[config.mk]
export PLATFORM = sky130hd
export DESIGN_NAME = ps2_key_ctrl
export DESIGN_NICKNAME = d
export VERILOG_FILES = /design/src/rtl/ps2_pkg.sv /design/src/rtl/bcd_counter2.sv /design/src/rtl/ps2_key_ctrl.sv
export SDC_FILE = /design/constraint.sdc
export NUM_CORES = 1
export LEC_CHECK = 0
export CELL_PAD_IN_SITES_DETAIL_PLACEMENT = 0
export CELL_PAD_IN_SITES_GLOBAL_PLACEMENT = 1
export CORE_ASPECT_RATIO = 1.2
export CORE_UTILIZATION = 37
export CTS_BUF_LIST = sky130_fd_sc_hd__clkbuf_4
export DETAILED_ROUTE_END_ITERATION = 8
export PLACE_DENSITY = 0.86
export SYNTH_ARGS = -nofsm -noshare
export SYNTH_HDL_FRONTEND = slang
export SYNTH_SLANG_ARGS = --single-unit
export TNS_END_PERCENT = 30
[constraint.sdc]
create_clock -name clk -period 3.33 [get_ports clk]
set_input_delay 0.999 -clock clk [delete_from_list [all_inputs] [get_ports clk]]
set_output_delay 0.999 -clock clk [all_outputs]
set_load 0.03 [all_outputs]
[src/rtl/ps2_pkg.sv]
// Shared definitions for the PS/2 keyboard controller: sequencer states,
// protocol byte values and the decoded event layout.
package ps2_pkg;

  typedef enum logic [2:0] {
    IDLE,
    GOT_E0,
    GOT_F0,
    GOT_E0F0,
    EMIT
  } ps2_state_e;

  localparam logic [7:0] PS2_EXT        = 8'hE0;
  localparam logic [7:0] PS2_BRK        = 8'hF0;
  localparam logic [7:0] PS2_FAKE_SHIFT = 8'h12;
  localparam logic [7:0] PS2_BAT        = 8'hAA;
  localparam logic [7:0] PS2_ACK        = 8'hFA;
  localparam logic [7:0] PS2_ECHO       = 8'hEE;
  localparam logic [7:0] PS2_RESEND     = 8'hFE;
  localparam logic [7:0] PS2_ERR0       = 8'h00;
  localparam logic [7:0] PS2_ERR1       = 8'hFF;
  localparam logic [7:0] PS2_PAUSE      = 8'hE1;

  typedef struct packed {
    logic [7:0] code;
    logic       ext;
    logic       brk;
    logic       rep;
  } ps2_evt_t;

  // Bytes that carry no key information when seen outside a prefix.
  function automatic logic ps2_is_discard(input logic [7:0] b);
    return (b == PS2_ERR0) || (b == PS2_BAT) || (b == PS2_ECHO) ||
           (b == PS2_ACK)  || (b == PS2_RESEND) || (b == PS2_ERR1) ||
           (b == PS2_PAUSE);
  endfunction

endpackage

[src/rtl/bcd_counter2.sv]
// Two-digit BCD incrementer; the value COUNT_MAX wraps to 00 on the next enable.
module bcd_counter2 #(
  parameter int unsigned COUNT_MAX = 99
) (
  input  logic       clk,
  input  logic       resetn,
  input  logic       en,
  output logic [7:0] count_bcd
);

  localparam logic [3:0] MAX_TENS = 4'(COUNT_MAX / 10);
  localparam logic [3:0] MAX_ONES = 4'(COUNT_MAX % 10);

  logic [3:0] ones_q, ones_d;
  logic [3:0] tens_q, tens_d;

  always_comb begin
    ones_d = ones_q;
    tens_d = tens_q;
    if (en) begin
      if ((tens_q == MAX_TENS) && (ones_q == MAX_ONES)) begin
        ones_d = '0;
        tens_d = '0;
      end else if (ones_q == 4'd9) begin
        ones_d = '0;
        tens_d = tens_q + 4'd1;
      end else begin
        ones_d = ones_q + 4'd1;
      end
    end
  end

  always_ff @(posedge clk) begin
    if (!resetn) begin
      ones_q <= '0;
      tens_q <= '0;
    end else begin
      ones_q <= ones_d;
      tens_q <= tens_d;
    end
  end

  assign count_bcd = {tens_q, ones_q};

endmodule

[src/rtl/ps2_key_ctrl.sv]
// PS/2 scancode sequencer: strips E0/F0 prefixes, emits one event per key
// sequence over valid/ready, and tracks the held key and BCD press count.
module ps2_key_ctrl
  import ps2_pkg::*;
#(
  parameter int unsigned TIMEOUT_CYCLES = 5000000,
  parameter int unsigned COUNT_MAX      = 99
) (
  input  logic       clk,
  input  logic       resetn,
  input  logic       rx_valid,
  input  logic [7:0] rx_data,
  output logic       rx_ready,
  output logic       evt_valid,
  input  logic       evt_ready,
  output logic [7:0] evt_code,
  output logic       evt_ext,
  output logic       evt_break,
  output logic       evt_repeat,
  output logic       key_held,
  output logic [7:0] held_code,
  output logic       held_ext,
  output logic [7:0] count_bcd,
  output logic       proto_err
);

  localparam int unsigned TW = (TIMEOUT_CYCLES > 1) ? $clog2(TIMEOUT_CYCLES) : 1;
  localparam logic [TW-1:0] TMO_LAST = TW'(TIMEOUT_CYCLES - 1);

  ps2_state_e    state_q, state_d;
  logic [TW-1:0] tmo_q, tmo_d;
  ps2_evt_t      evt_q, evt_d;
  logic          held_q, held_d;
  logic [7:0]    held_code_q, held_code_d;
  logic          held_ext_q, held_ext_d;
  logic          err_q, err_d;
  logic          cnt_en;
  logic          take;
  logic          emit, emit_ext, emit_brk, match;

  assign rx_ready = (state_q != EMIT);
  assign take     = rx_valid && rx_ready;

  always_comb begin
    state_d     = state_q;
    tmo_d       = '0;
    evt_d       = evt_q;
    held_d      = held_q;
    held_code_d = held_code_q;
    held_ext_d  = held_ext_q;
    err_d       = 1'b0;
    cnt_en      = 1'b0;
    emit        = 1'b0;
    emit_ext    = 1'b0;
    emit_brk    = 1'b0;
    match       = 1'b0;

    case (state_q)
      IDLE: begin
        if (take) begin
          if (rx_data == PS2_EXT)          state_d = GOT_E0;
          else if (rx_data == PS2_BRK)     state_d = GOT_F0;
          else if (!ps2_is_discard(rx_data)) emit  = 1'b1;
        end
      end
      GOT_E0: begin
        if (take) begin
          if (rx_data == PS2_BRK)             state_d = GOT_E0F0;
          else if (rx_data == PS2_EXT)        err_d   = 1'b1;
          else if (rx_data == PS2_FAKE_SHIFT) state_d = IDLE;
          else begin
            emit     = 1'b1;
            emit_ext = 1'b1;
          end
        end
      end
      GOT_F0: begin
        if (take) begin
          if ((rx_data == PS2_EXT) || (rx_data == PS2_BRK)) begin
            err_d   = 1'b1;
            state_d = IDLE;
          end else begin
            emit     = 1'b1;
            emit_brk = 1'b1;
          end
        end
      end
      GOT_E0F0: begin
        if (take) begin
          if ((rx_data == PS2_EXT) || (rx_data == PS2_BRK)) begin
            err_d   = 1'b1;
            state_d = IDLE;
          end else if (rx_data == PS2_FAKE_SHIFT) begin
            state_d = IDLE;
          end else begin
            emit     = 1'b1;
            emit_ext = 1'b1;
            emit_brk = 1'b1;
          end
        end
      end
      EMIT: begin
        if (evt_ready) state_d = IDLE;
      end
      default: state_d = IDLE;
    endcase

    // Prefix states wait for a follow-on byte; the timer only advances while idle there.
    if ((state_q == GOT_E0 || state_q == GOT_F0 || state_q == GOT_E0F0) && !take) begin
      if (tmo_q == TMO_LAST) begin
        err_d   = 1'b1;
        state_d = IDLE;
      end else begin
        tmo_d = tmo_q + TW'(1);
      end
    end

    if (emit) begin
      state_d    = EMIT;
      match      = held_q && (rx_data == held_code_q) && (emit_ext == held_ext_q);
      evt_d.code = rx_data;
      evt_d.ext  = emit_ext;
      evt_d.brk  = emit_brk;
      evt_d.rep  = 1'b0;
      if (!emit_brk) begin
        evt_d.rep = match;
        if (!match) begin
          held_d      = 1'b1;
          held_code_d = rx_data;
          held_ext_d  = emit_ext;
          cnt_en      = 1'b1;
        end
      end else if (match) begin
        held_d = 1'b0;
      end
    end
  end

  always_ff @(posedge clk) begin
    if (!resetn) begin
      state_q     <= IDLE;
      tmo_q       <= '0;
      evt_q       <= '0;
      held_q      <= 1'b0;
      held_code_q <= '0;
      held_ext_q  <= 1'b0;
      err_q       <= 1'b0;
    end else begin
      state_q     <= state_d;
      tmo_q       <= tmo_d;
      evt_q       <= evt_d;
      held_q      <= held_d;
      held_code_q <= held_code_d;
      held_ext_q  <= held_ext_d;
      err_q       <= err_d;
    end
  end

  bcd_counter2 #(
    .COUNT_MAX(COUNT_MAX)
  ) u_count (
    .clk      (clk),
    .resetn   (resetn),
    .en       (cnt_en),
    .count_bcd(count_bcd)
  );

  assign evt_valid  = (state_q == EMIT);
  assign evt_code   = evt_q.code;
  assign evt_ext    = evt_q.ext;
  assign evt_break  = evt_q.brk;
  assign evt_repeat = evt_q.rep;
  assign key_held   = held_q;
  assign held_code  = held_code_q;
  assign held_ext   = held_ext_q;
  assign proto_err  = err_q;

endmodule

* After elaboration in Yosys (flattened, before gate mapping)
Cells that the tools add are included.
** Word-level totals
- Flip-flop bits (word level) :: 56
- Input bits :: 12
- Logic and storage cells :: 115
** Operators by class
- Add/sub/neg operators :: 3
- Equal/unequal tests :: 21
- Mux-type cells :: 50
- Bitwise logic cells :: 4
- Reductions and logical operators :: 24
** Operators with widths (count)
- == test 8 bit, second input constant :: 8
- 2-to-1 mux 3 bit :: 15
- 2-to-1 mux 1 bit :: 26
- adder 23 x 1 -> 23 bit, second input constant :: 1
- == test 23 bit, second input constant :: 1
- 2-to-1 mux 4 bit :: 4
- one-hot mux 3 bit (5 select lines) :: 1
- logical OR 1 bit :: 9
- adder 4 x 1 -> 4 bit, second input constant :: 2
- == test 4 bit, second input constant :: 2
- == test 8 x 5 -> 1 bit, second input constant :: 1
- == test 8 bit :: 1
- zero test 8 bit :: 1
- == test 3 x 2 -> 1 bit, second input constant :: 2
- one-hot mux 1 bit (2 select lines) :: 3
- AND reduction 3 bit :: 2
- logical AND 1 bit :: 5
- inverter 1 bit :: 4
- one-hot mux 1 bit (4 select lines) :: 1
- OR reduction 2 bit :: 2
- == test 3 x 1 -> 1 bit, second input constant :: 1
- == test 3 bit, second input constant :: 1
- zero test 3 bit :: 1
- inequality test 3 bit, second input constant :: 1
- 7 further kinds :: 7

* Logic depth before layout (Yosys ltp)
Gate-level depths: netlist of the first run.
- Depth in word-level cells :: 14
- Depth in mapped cells :: 12
- Gate-level depth less buffers :: 10

* Modules after synthesis
Synthesis of the first run repeated with hierarchy kept, for this count alone.
** Second synthesis, totals
- Cells, all modules :: 313
- Area total of the unflattened synthesis :: 2856.5 sq um
** Modules (own cells, without submodules)
- ps2_key_ctrl :: times used 1, cells an instance 267, area an instance 2418.6 sq um, sequential area each 960.9 sq um
- bcd_counter2 :: times used 1, cells an instance 46, area an instance 437.9 sq um, sequential area each 160.2 sq um

* Worst setup path after synthesis of the first run
No wires, ideal clock.
- Kind :: input -> register
- From :: in rx_data[2]
- To :: reg u_count.tens_q[2]
- Library setup time :: 0.101 ns
- Arrival :: 3.303 ns
- Slack :: -0.074 ns
- Stages :: 11
- Buffers on the path :: 2
- Path through :: buf_2 or4_4 o21ai_2 nor2_1 xnor2_1 nand4_1 ha_1 buf_1 and2_1 nand3_1 o41ai_1
** Between the ends
- Cells in the longest elaborated chain, start to end :: 14
- Elaborated cells between the ends (all ways) :: 40
** Ends and longest elaborated chain
- start, declared :: line ps2_key_ctrl.sv:12 : input logic [7:0] rx_data,
- == test 8 bit / zero test 8 bit (equally long branches) :: line ps2_pkg.sv:33 : return (b == PS2_ERR0) || (b == PS2_BAT) || (b == PS2_ECHO) ||
- logical OR 1 bit (3 in a row) :: line ps2_pkg.sv:33
- logical OR 1 bit (3 in a row) :: line ps2_pkg.sv:34 : (b == PS2_ACK) || (b == PS2_RESEND) || (b == PS2_ERR1) ||
- 2-to-1 mux 1 bit :: line ps2_key_ctrl.sv:63 : else if (!ps2_is_discard(rx_data)) emit = 1'b1;
- 2-to-1 mux 1 bit :: line ps2_key_ctrl.sv:62 : else if (rx_data == PS2_BRK) state_d = GOT_F0;
- 2-to-1 mux 1 bit :: line ps2_key_ctrl.sv:61 : if (rx_data == PS2_EXT) state_d = GOT_E0;
- 2-to-1 mux 1 bit :: line ps2_key_ctrl.sv:60 : if (take) begin
- one-hot mux 1 bit (4 select lines) :: line ps2_key_ctrl.sv:58 : case (state_q)
- 2-to-1 mux 1 bit (*) :: line ps2_key_ctrl.sv:118 : if (emit) begin
- AND reduction 2 bit (no source line) (*)
- end signal, assigned :: line bcd_counter2.sv:39 : tens_q <= tens_d;
- end, declared :: line bcd_counter2.sv:15 : logic [3:0] tens_q, tens_d;
Mark *: on every way between the ends. The rest lies on a longest branch, timed or not.
A chain may end at the register's enable or synchronous reset.

* Worst setup path after layout of the first run
- From :: in rx_data[2]
- To :: reg u_count.tens_q[0]
Same word-level chain as after synthesis.

==> flow_summary.yaml, run 1 <==
critical_path:
  crit_type: "in2reg"
  cp-start-kind: "primary input"
  critPathTopFamily: "simple AND/OR/NAND/NOR gates"
  end_kind: "register"
  crit_arrival_ns: 3.41
  crit_buf_inv: 2
  cp_max_fo: 5
  worstPathCellList: "clkdlybuf4s50_1 > buf_4 > nor3b_1 > and3_1 > nand2b_1 > nor2_1 > xnor2_1 > nand4_1 > ha_1 > and2_2 > nand3_1 > mux2i_1"
  required_ns: 3.66
  cp_slowest_cell: "clkdlybuf4s50_1"
  slowest_delay_ns: 0.42
cells_and_area:
  diodes: 0
  area_growth_pct: 28.10
  fin_nets: 412
  final_util_pct: 48.85
  seqCellArea_sq_um: 1121
  final_layout_size_suffix_gt1_share_pct: 14.65
  mostFrequentLayoutCells: "dfxtp_1, clkdlybuf4s50_1, nor2_1"
  multi_input_area_sq_um: 1540
  n_fill_cell: 713
  fin_cells: 486
  final_common_cell: "dfxtp_1"
drt:
  dr.pass1.iters: 4
  avgRoutedWirePerCell_um: 13.33
  vias_per_cell: 5.189
  drt_wl_total_um: 6480
  drc: 0
  dr.first_iter.drc_count: 73
  ant_nets: 0
  vias: 2522
global_route:
  grt_pass1_vias: 2407
  overflow: 0
  grt_usage_pct: 17.51
  grt_max_degree: 25
  grt_antenna_before_repair: 0
  grt_pass1_wl_um: 11000
clock_tree:
  root_buffer: "clkbuf_4"
  cts_tree: "done"
  post_cts_buffers: 0
  cts.sinks: 56
  worstSkewPairLatency_ns: 0.39
  cts_made_buffers: 5
  htree_levels: 2
  clk_pin_slew_ns: 0.17
  cts.path.max_buffers: 2
timing:
  worst_pin_slew_ns: 0.7208
  fin_skew_ns: 0.007276
  drv_slew: 0
  hold_violations: 0
  finalCriticalPeriod_ns: 3.077
  min_period_over_period_pct: 92.41
  slew_headroom_pct: 51.83
  finalSetupTns_ns: 0
  finalSetupViolCount: 0
  rsz0062_at_grt: "no"
  max_freq_mhz: 325.0
synth:
  syn_area_sq_um: 2774
  ys_seq_elements: 56
  synthFlopType: "dfxtp_1"
  netlist_instances: 333
  synth.distinct_cells: 47
  synth-edff-count: 0
  avgSynthCellArea_sq_um: 8.330
  syn_nets: 350
  seq_area_frac_synth_pct: 40.41
  ys_warn_count: 0
  synthArstFlopShare_pct: 0
flow_run:
  max_cap_violations: 0
floorplanning:
  die_height_um: 96.85
  start_util_pct: 38.13
  die_w_um: 81.04
  ioPinCount: 44
  dieArea_sq_um: 7849
  core_area_sq_um: 7274
  rows: 34
placement:
  io_buffers: 43
  dpl.cell_count: 478
  hpwlAfterDp_um: 4779
  gp_congestion: 0.8746
power:
  power.density_nw_per_um2: 366.1
  power_leakage_nw: 1.251
  irDropWorstVdd_mv: 0.2249
  power_w: 0.001301
status:
  outcome: "finished, final reports clean"
hold_path:
  hold_path_class: "reg2reg"
==> cell usage after synthesis (8+ instances only) <==
cell,instances,share of area [%]
nor3_1,9,1.6
nor2b_1,8,1.8
dfxtp_1,56,40
a21oi_2,10,3.2
inv_1,8,1.1
a21oi_1,18,3.2
nor2_1,40,5.4
xnor2_1,18,5.7
nand2_1,39,5.3
nand3_1,19,3.4
nand4_1,10,2.3
xor2_1,12,3.8
==> area by class of cell <==
cell class	instances	area share, %
Multi-Input combinational cell	253	43.35
Sequential cell	56	31.55
Timing Repair Buffer	71	18.73
Tap cell	90	3.169
Clock inverter	3	1.303
Clock buffer	5	1.056
Inverter	8	0.8451
==> routing by layer <==
layer	share of wire, %	routed length [um]	vias to the layer above	GRT usage (%)
met2	47	3038	58	27.54
met3	4.5	290	11	4.528
met5	0	0	-	0
met4	2.0	131	0	7.280
met1	47	3019	1186	22.29
li1	-	-	1267	-
==> worst reg2reg max path: cells and delay by family, from the launching register on <==
kind,cells,cell delay [ns]
simple gates,6,1.62
flops,1,0.38
fa+ha+maj,1,0.19
==> cell families after synthesis <==
logic type	count (synthesis)	synth area share (%)
buffers and inverters	24	4.375
and+or+nand+nor	159	28.82
AOI/OAI and AO/OA	56	13.58
adders and majority gates	5	2.255
DFF	56	40.42
xor gates and xnor gates	30	9.472
muxes	3	1.083
==> flip-flops by register name, summed over array words and instances (netlist names) <==
name            count
proto_err           1
key_held            1
u_count.ones_q      4
state_q             3
evt_code            8
evt_break           1
held_code           8
u_count.tens_q      4
tmo_q              23
evt_repeat          1
evt_ext             1
held_ext            1
==> power breakdown <==
group          switching (W)  leakage, nW  total [W]  internal (W)
Combinational       0.000114        0.755   0.000207     0.0000935
Clock               0.000231       0.0418   0.000392      0.000161
Sequential         0.0000146        0.454   0.000702      0.000687
Total               0.000360         1.25    0.00130      0.000941
==> final timing paths <==
kind | startpoint | end | slack [ns] | cells past startpoint
hold / removal | tmo_q[0] | tmo_q[0] | 0.46 | 1
setup reg to reg | tmo_q[0] | tmo_q[5] | 1.02 | 7
hold reg to reg | tmo_q[0] | tmo_q[0] | 0.46 | 1
setup / recovery | rx_data[2] | u_count.tens_q[0] | 0.25 | 12
==> through the flow <==
stage	hold WS (ns)	area, sq um	setup WS [ns]
floorplan	0.4132	2775	0.04522
global placement	0.4234	3461	-0.1302
detailed placement	0.4381	3461	-0.1944
CTS	0.4646	3545	0.2100
global route	0.4859	3553	0.04382
finish	0.4556	3553	0.2527
==> what timing repair did <==
item / 4_1_cts / 5_1_grt
resized for setup: 0 / 2
hold buffers: 0 / 0
endpoints found under the setup margin: 0 / 1
Power figures use the tool's default switching activity.
==> run 2, diff against run 1 <==
--- a/config.mk
+++ b/config.mk
@@ -11,6 +11,7 @@
 export CORE_UTILIZATION = 37
 export CTS_BUF_LIST = sky130_fd_sc_hd__clkbuf_4
 export DETAILED_ROUTE_END_ITERATION = 8
+export GPL_ROUTABILITY_DRIVEN = 0
 export PLACE_DENSITY = 0.86
 export SYNTH_ARGS = -nofsm -noshare
 export SYNTH_HDL_FRONTEND = slang
==> results of run 2 <==
Final layout, timing and power as in run 1 (identical DEF).
==> run 3, diff against run 2 <==
--- a/config.mk
+++ b/config.mk
@@ -8,11 +8,14 @@
 export CELL_PAD_IN_SITES_DETAIL_PLACEMENT = 0
 export CELL_PAD_IN_SITES_GLOBAL_PLACEMENT = 1
 export CORE_ASPECT_RATIO = 1.2
+export CORE_MARGIN = 8
 export CORE_UTILIZATION = 37
 export CTS_BUF_LIST = sky130_fd_sc_hd__clkbuf_4
 export DETAILED_ROUTE_END_ITERATION = 8
 export GPL_ROUTABILITY_DRIVEN = 0
 export PLACE_DENSITY = 0.86
+export SKIP_CTS_REPAIR_TIMING = 1
+export SLEW_MARGIN = 20
 export SYNTH_ARGS = -nofsm -noshare
 export SYNTH_HDL_FRONTEND = slang
 export SYNTH_SLANG_ARGS = --single-unit
==> run 3 against run 2 <==
Total power is essentially flat. Via count is essentially flat. Clock power is essentially flat. Sequential power is essentially flat. Sequential share of layout area shrank 0.067 points. Largest power group unchanged. Critical endpoint is now u_count.tens_q[2]. Register-to-register slack is essentially flat. Largest cell class unchanged.
==> flow_summary.yaml, run 3 (synthesis results as in run 1) <==
clock_tree:
  root_buffer: "clkbuf_4"
  cts.sinks: 56
  cts.path.max_buffers: 2
  worstSkewPairLatency_ns: 0.38
  clk_pin_slew_ns: 0.17
  cts_made_buffers: 5
  cts_tree: "done"
  htree_levels: 2
global_route:
  overflow: 0
  grt_antenna_before_repair: 0
  grt.met2_usage_pct: 21.51
  grt_use_met1_pct: 16.14
  grt.busiest_layer: "met2"
  grt_pass1_vias: 2455
  grt_pass1_wl_um: 11630
  grt_usage_pct: 13.29
  grt_use_met3_pct: 4.472
  grt_max_degree: 25
floorplanning:
  start_util_pct: 38.13
  dieArea_sq_um: 10540
  rows: 34
  die_height_um: 110.9
  ioPinCount: 44
  die_w_um: 95.04
  core_area_sq_um: 7274
drt:
  vias_per_cell: 5.155
  drc: 0
  drt_wl_total_um: 6847
  ant_nets: 0
  dr.pass1.iters: 4
  dr.first_iter.drc_count: 97
  vias: 2521
  avgRoutedWirePerCell_um: 14.00
cells_and_area:
  mostFrequentLayoutCells: "dfxtp_1, clkdlybuf4s50_1, nor2_1"
  n_fill_cell: 720
  multi_input_area_sq_um: 1536
  largest_reg_flops: 23
  area_growth_pct: 28.37
  final_layout_size_suffix_gt1_share_pct: 15.04
  diodes: 0
  fin_nets: 415
  seqCellArea_sq_um: 1121
  top_register: "tmo_q"
  final_util_pct: 48.95
  final_common_cell: "dfxtp_1"
critical_path:
  cp.depth: 10
  cp_max_fo: 5
  worstRegToRegCells: 7
  crit_type: "in2reg"
  critPathTopFamily: "simple AND/OR/NAND/NOR gates"
  required_ns: 3.63
  worstPathCellList: "clkdlybuf4s50_1 > or4_4 > o21ai_2 > nor2_1 > xnor2_1 > nand4_1 > ha_1 > and2_1 > nand3_2 > o41ai_1"
  cp-start-kind: "primary input"
  cp_slowest_cell: "or4_4"
  slowest_delay_ns: 0.56
  crit_arrival_ns: 3.39
  end_kind: "register"
  crit_buf_inv: 1
status:
  outcome: "finished, final reports clean"
timing:
  finalCriticalPeriod_ns: 3.090
  min_period_over_period_pct: 92.81
  rsz0062_at_grt: "no"
  slew_headroom_pct: 53.08
  max_freq_mhz: 323.6
  finalSetupViolCount: 0
  worst_pin_slew_ns: 0.7021
  fin_skew_ns: 0.008799
  hold_violations: 0
  drv_slew: 0
hold_path:
  holdPathStages: 1
  hold_path_class: "reg2reg"
power:
  power_leakage_nw: 1.258
  power.density_nw_per_um2: 365.0
  power_w: 0.001300
  irDropWorstVdd_mv: 0.2600
placement:
  hpwlAfterDp_um: 5108
  io_buffers: 43
flow_run:
  max_cap_violations: 0
## run 3: worst paths after layout
path                   start  slack [ns]           endpoint
setup / recovery  rx_data[0]        0.24  u_count.tens_q[2]
hold / removal      tmo_q[0]        0.45           tmo_q[0]
setup reg to reg    tmo_q[0]        1.01          tmo_q[18]
hold reg to reg     tmo_q[0]        0.45           tmo_q[0]
## run 3: where the power goes
| part | total (W) | switching, W | internal (W) |
|---|---|---|---|
| logic | 0.000209 | 0.000116 | 0.0000933 |
| clock network | 0.000389 | 0.000228 | 0.000161 |
| registers | 0.000701 | 0.0000143 | 0.000687 |
## run 3: cell type report
class	count	area share (%)
clock inverter	3	1.335
sequential	56	31.48
clock buffer	5	1.054
timing repair buffer	74	18.97
multi-input combinational	253	43.15
tap	90	3.162
inverter	8	0.8433
## run 3: per-stage QoR
stage	hold WS [ns]	instances	setup WS (ns)	cell area (sq um)	TNS (ns)
4_1_cts	0.4598	489	0.1918	3556	0
2_1_floorplan	0.4132	333	0.04522	2775	0
5_1_grt	0.4926	489	0.03881	3561	0
3_3_place_gp	0.4214	481	-0.1235	3471	-0.4522
3_5_place_dp	0.4331	481	-0.2149	3471	-0.8631
6_report	0.4540	489	0.2396	3561	0
## run 3: routing by layer
layer / up-vias / wire [um]
li1: 1272 / -
met1: 1185 / 3092
met2: 55 / 3224
met3: 9 / 430
met4: 0 / 98
met5: - / 0
==> edit (config.mk and constraints of run 1) <==
The parameter `TIMEOUT_CYCLES` goes from 5000000 to 1250000.
--- a/src/rtl/ps2_key_ctrl.sv
+++ b/src/rtl/ps2_key_ctrl.sv
@@ -3,7 +3,7 @@
 module ps2_key_ctrl
   import ps2_pkg::*;
 #(
-  parameter int unsigned TIMEOUT_CYCLES = 5000000,
+  parameter int unsigned TIMEOUT_CYCLES = 1250000,
   parameter int unsigned COUNT_MAX      = 99
 ) (
   input  logic       clk,
Check against the original RTL: same outputs for any inputs over 10 cycles, from zero or initial values and one cycle with resetn low; that may be too few to reach the edited logic, so the function may still have changed.
==> edit against run 1 <==
Wire length grew 8.4%. Final area grew 3.1%. Area after synthesis grew 2.1%. Power shrank 7.2%. Fmax shrank 3.4%. Final cell count grew 1.6%. Sequential cell count shrank 2. Synthesized cell count grew 2.1%. Combinational power shrank 2%. Worst setup slack lost 0.11 ns. Critical path type unchanged. Highest routed layer unchanged.
==> edit: results (changes against run 1) <==
- FF-to-FF End: evt_code[2]
- NumNets Final: 422 (+2.4%)
- Compound-gate portion of the synthesized area: 17.0% (+3.4 points)
- Most common library cells after synthesis: dfxtp_1, nand3_1, nor2_1
- Post-synthesis net count: 359 (+2.6%)
- Largest voltage drop on the vdd net: 0.224 mV (-0.48%)
- Number of I/O port buffers: 43 (unchanged)
- Worst slack after detailed placement: -0.511 ns (-0.316 ns)
- Worst hold slack across all endpoints: 0.463 ns (+0.00746 ns)
- Skew final: 0.0218 ns (+0.0145 ns)
- Number of fill cells: 706 (-0.98%)
- TritonCTS Buffers: 5 (unchanged)
- WL per Instance: 14.2 um (+6.6%)
- Upper clock frequency limit: 0.314 GHz (-3.4%)
- Pin count of the biggest net entering global routing: 27 (+8.0%)
- Number of unique standard cell types used by synthesis: 54 (+15%)
- Cell with the biggest individual delay on the critical path: or4b_4
- Worst-case register-to-register setup slack: 0.97 ns (-0.05 ns)
- Worst hold path cell count: 1 (unchanged)
- Depth of the CTS H-tree: 2 (unchanged)
- Antenna violations before repair: 0 (unchanged)
- Crit path largest cell delay: 0.59 ns (+0.17 ns)
- Layout cells sized above 1: 15.1% (+0.45 points)
- Headroom to the max-slew limit: 28.6% (-23 points)
- Number of global-route vias before repair: 2,567 (+6.6%)
- Number of design-rule violations left by the first detailed-router iteration: 83 (+14%)
- Most area-consuming cells after synthesis: dfxtp_1, nand3_1, a21oi_1
- Worst path arrival time: 3.54 ns (+0.13 ns)
- Reg2reg start: state_q[1]
- Portion of netlist area occupied by mux cells: 0.707% (-0.38 points)
- Adder and majority gate portion of the synthesized area: 3.09% (+0.84 points)
- Total GRT Usage: 18.3% (+0.79 points)
- Run status: finished, final reports clean
- HPWL Detailed: 5290 um (+11%)
- Largest fanout of any net on the critical path: 4 (-1)
- First-pass GRT wire length: 11,600 um (+5.3%)
- Sequential area share after synthesis: 38.2% (-2.3 points)
- XOR/XNOR share of the synthesized area: 8.66% (-0.82 points)
- Vias after detailed routing: 2,656 (+5.3%)
- Number of flip-flops under the largest register name: 21 (-8.7%)
- CTS root buffer: clkbuf_4
- CTS Buffer Depth: 2 (unchanged)
- Worst reg-to-reg path cell count: 6 (-1)
- Leakage power summed over all cells: 0.00126 uW (+0.83%)
- Reg clk slew, reported paths: 0.18 ns
- GPL Wtd Cong: 0.810 (-7.4%)
## edit: cell count changes after synthesis, moves of 4 or more
cell | before | now
nor4_1 | 2 | 7
nand2_1 | 39 | 16
o211ai_1 | 0 | 6
o21ai_1 | 7 | 12
a21oi_1 | 18 | 29
nor2_1 | 40 | 33
and2_1 | 5 | 0
inv_1 | 8 | 12
nand3_1 | 19 | 35
or4_1 | 1 | 8
nand4_1 | 10 | 6
a21oi_2 | 10 | 0
o21ai_0 | 7 | 14
nor2b_1 | 8 | 0
## edit: how the worst max path moves through the flow
stage / from / cells past startpoint / end
after global placement: rx_data[0] / 11 / u_count.ones_q[3]
after floorplan: rx_data[2] / 12 / u_count.ones_q[3]
final: rx_data[0] / 11 / u_count.ones_q[3]
after CTS: rx_data[2] / 11 / u_count.ones_q[3]
after global routing: rx_valid / 7 / evt_code[0]
after detailed placement: rx_data[0] / 11 / u_count.ones_q[3]
## edit: through the flow
stage          area (um2)  instances
2_1_floorplan        2910        340
3_3_place_gp         3570        485
3_5_place_dp         3570        485
4_1_cts              3650        494
5_1_grt              3660        494
6_report             3660        494
## edit: final cells by class
| class | count | share of cell area (%) |
|---|---|---|
| inverters | 13 | 1.33 |
| clock buffers | 5 | 1.02 |
| repair buffers | 76 | 18.4 |
| well taps | 90 | 3.07 |
| multi-input cells | 253 | 45.8 |
| clock inverters | 3 | 0.786 |
| flip-flops and latches | 54 | 29.5 |
## edit: where the power goes
| group | switching (uW) | internal (uW) | total, uW |
|---|---|---|---|
| clock network | 232 | 92.4 | 325 |
| logic | 114 | 87.8 | 202 |
| registers | 16.1 | 664 | 680 |
| total | 363 | 844 | 1210 |
## edit: worst register-to-register path, cell delays in order, from the launching register on
cell	delay [ns]
dfxtp_1	0.42
nor2_1	0.27
o211ai_1	0.14
buf_4	0.18
nor4_1	0.81
o21ai_0	0.28
a21oi_1	0.20
## edit: logic make-up (layout without fill, tap and decap cells)
| logic type | Yosys count | count (layout) |
|---|---|---|
| muxes | 2 | 2 |
| adders and majority gates | 7 | 7 |
| and+or+nand+nor | 136 | 136 |
| AOI/OAI and AO/OA | 80 | 80 |
| buffers and inverters | 33 | 97 |
| DFF | 54 | 54 |
| xor gates and xnor gates | 28 | 28 |
## edit: timing repair
action	in CTS	in global routing
cloned	0	0
gates resized for setup	9	4
pin swaps	8	6
endpoints found under the setup margin	14	17
buffers inserted	1	0
## edit: routing by layer
metal	GRT usage (%)	wire, um	part of all wire, %	vias to the layer above
li1	-	-	-	1353
met1	21.5	3080	44	1250
met2	32.3	3620	51	42
met3	3.18	193	2.7	11
met4	6.61	137	2.0	0
met5	0	0	0	-
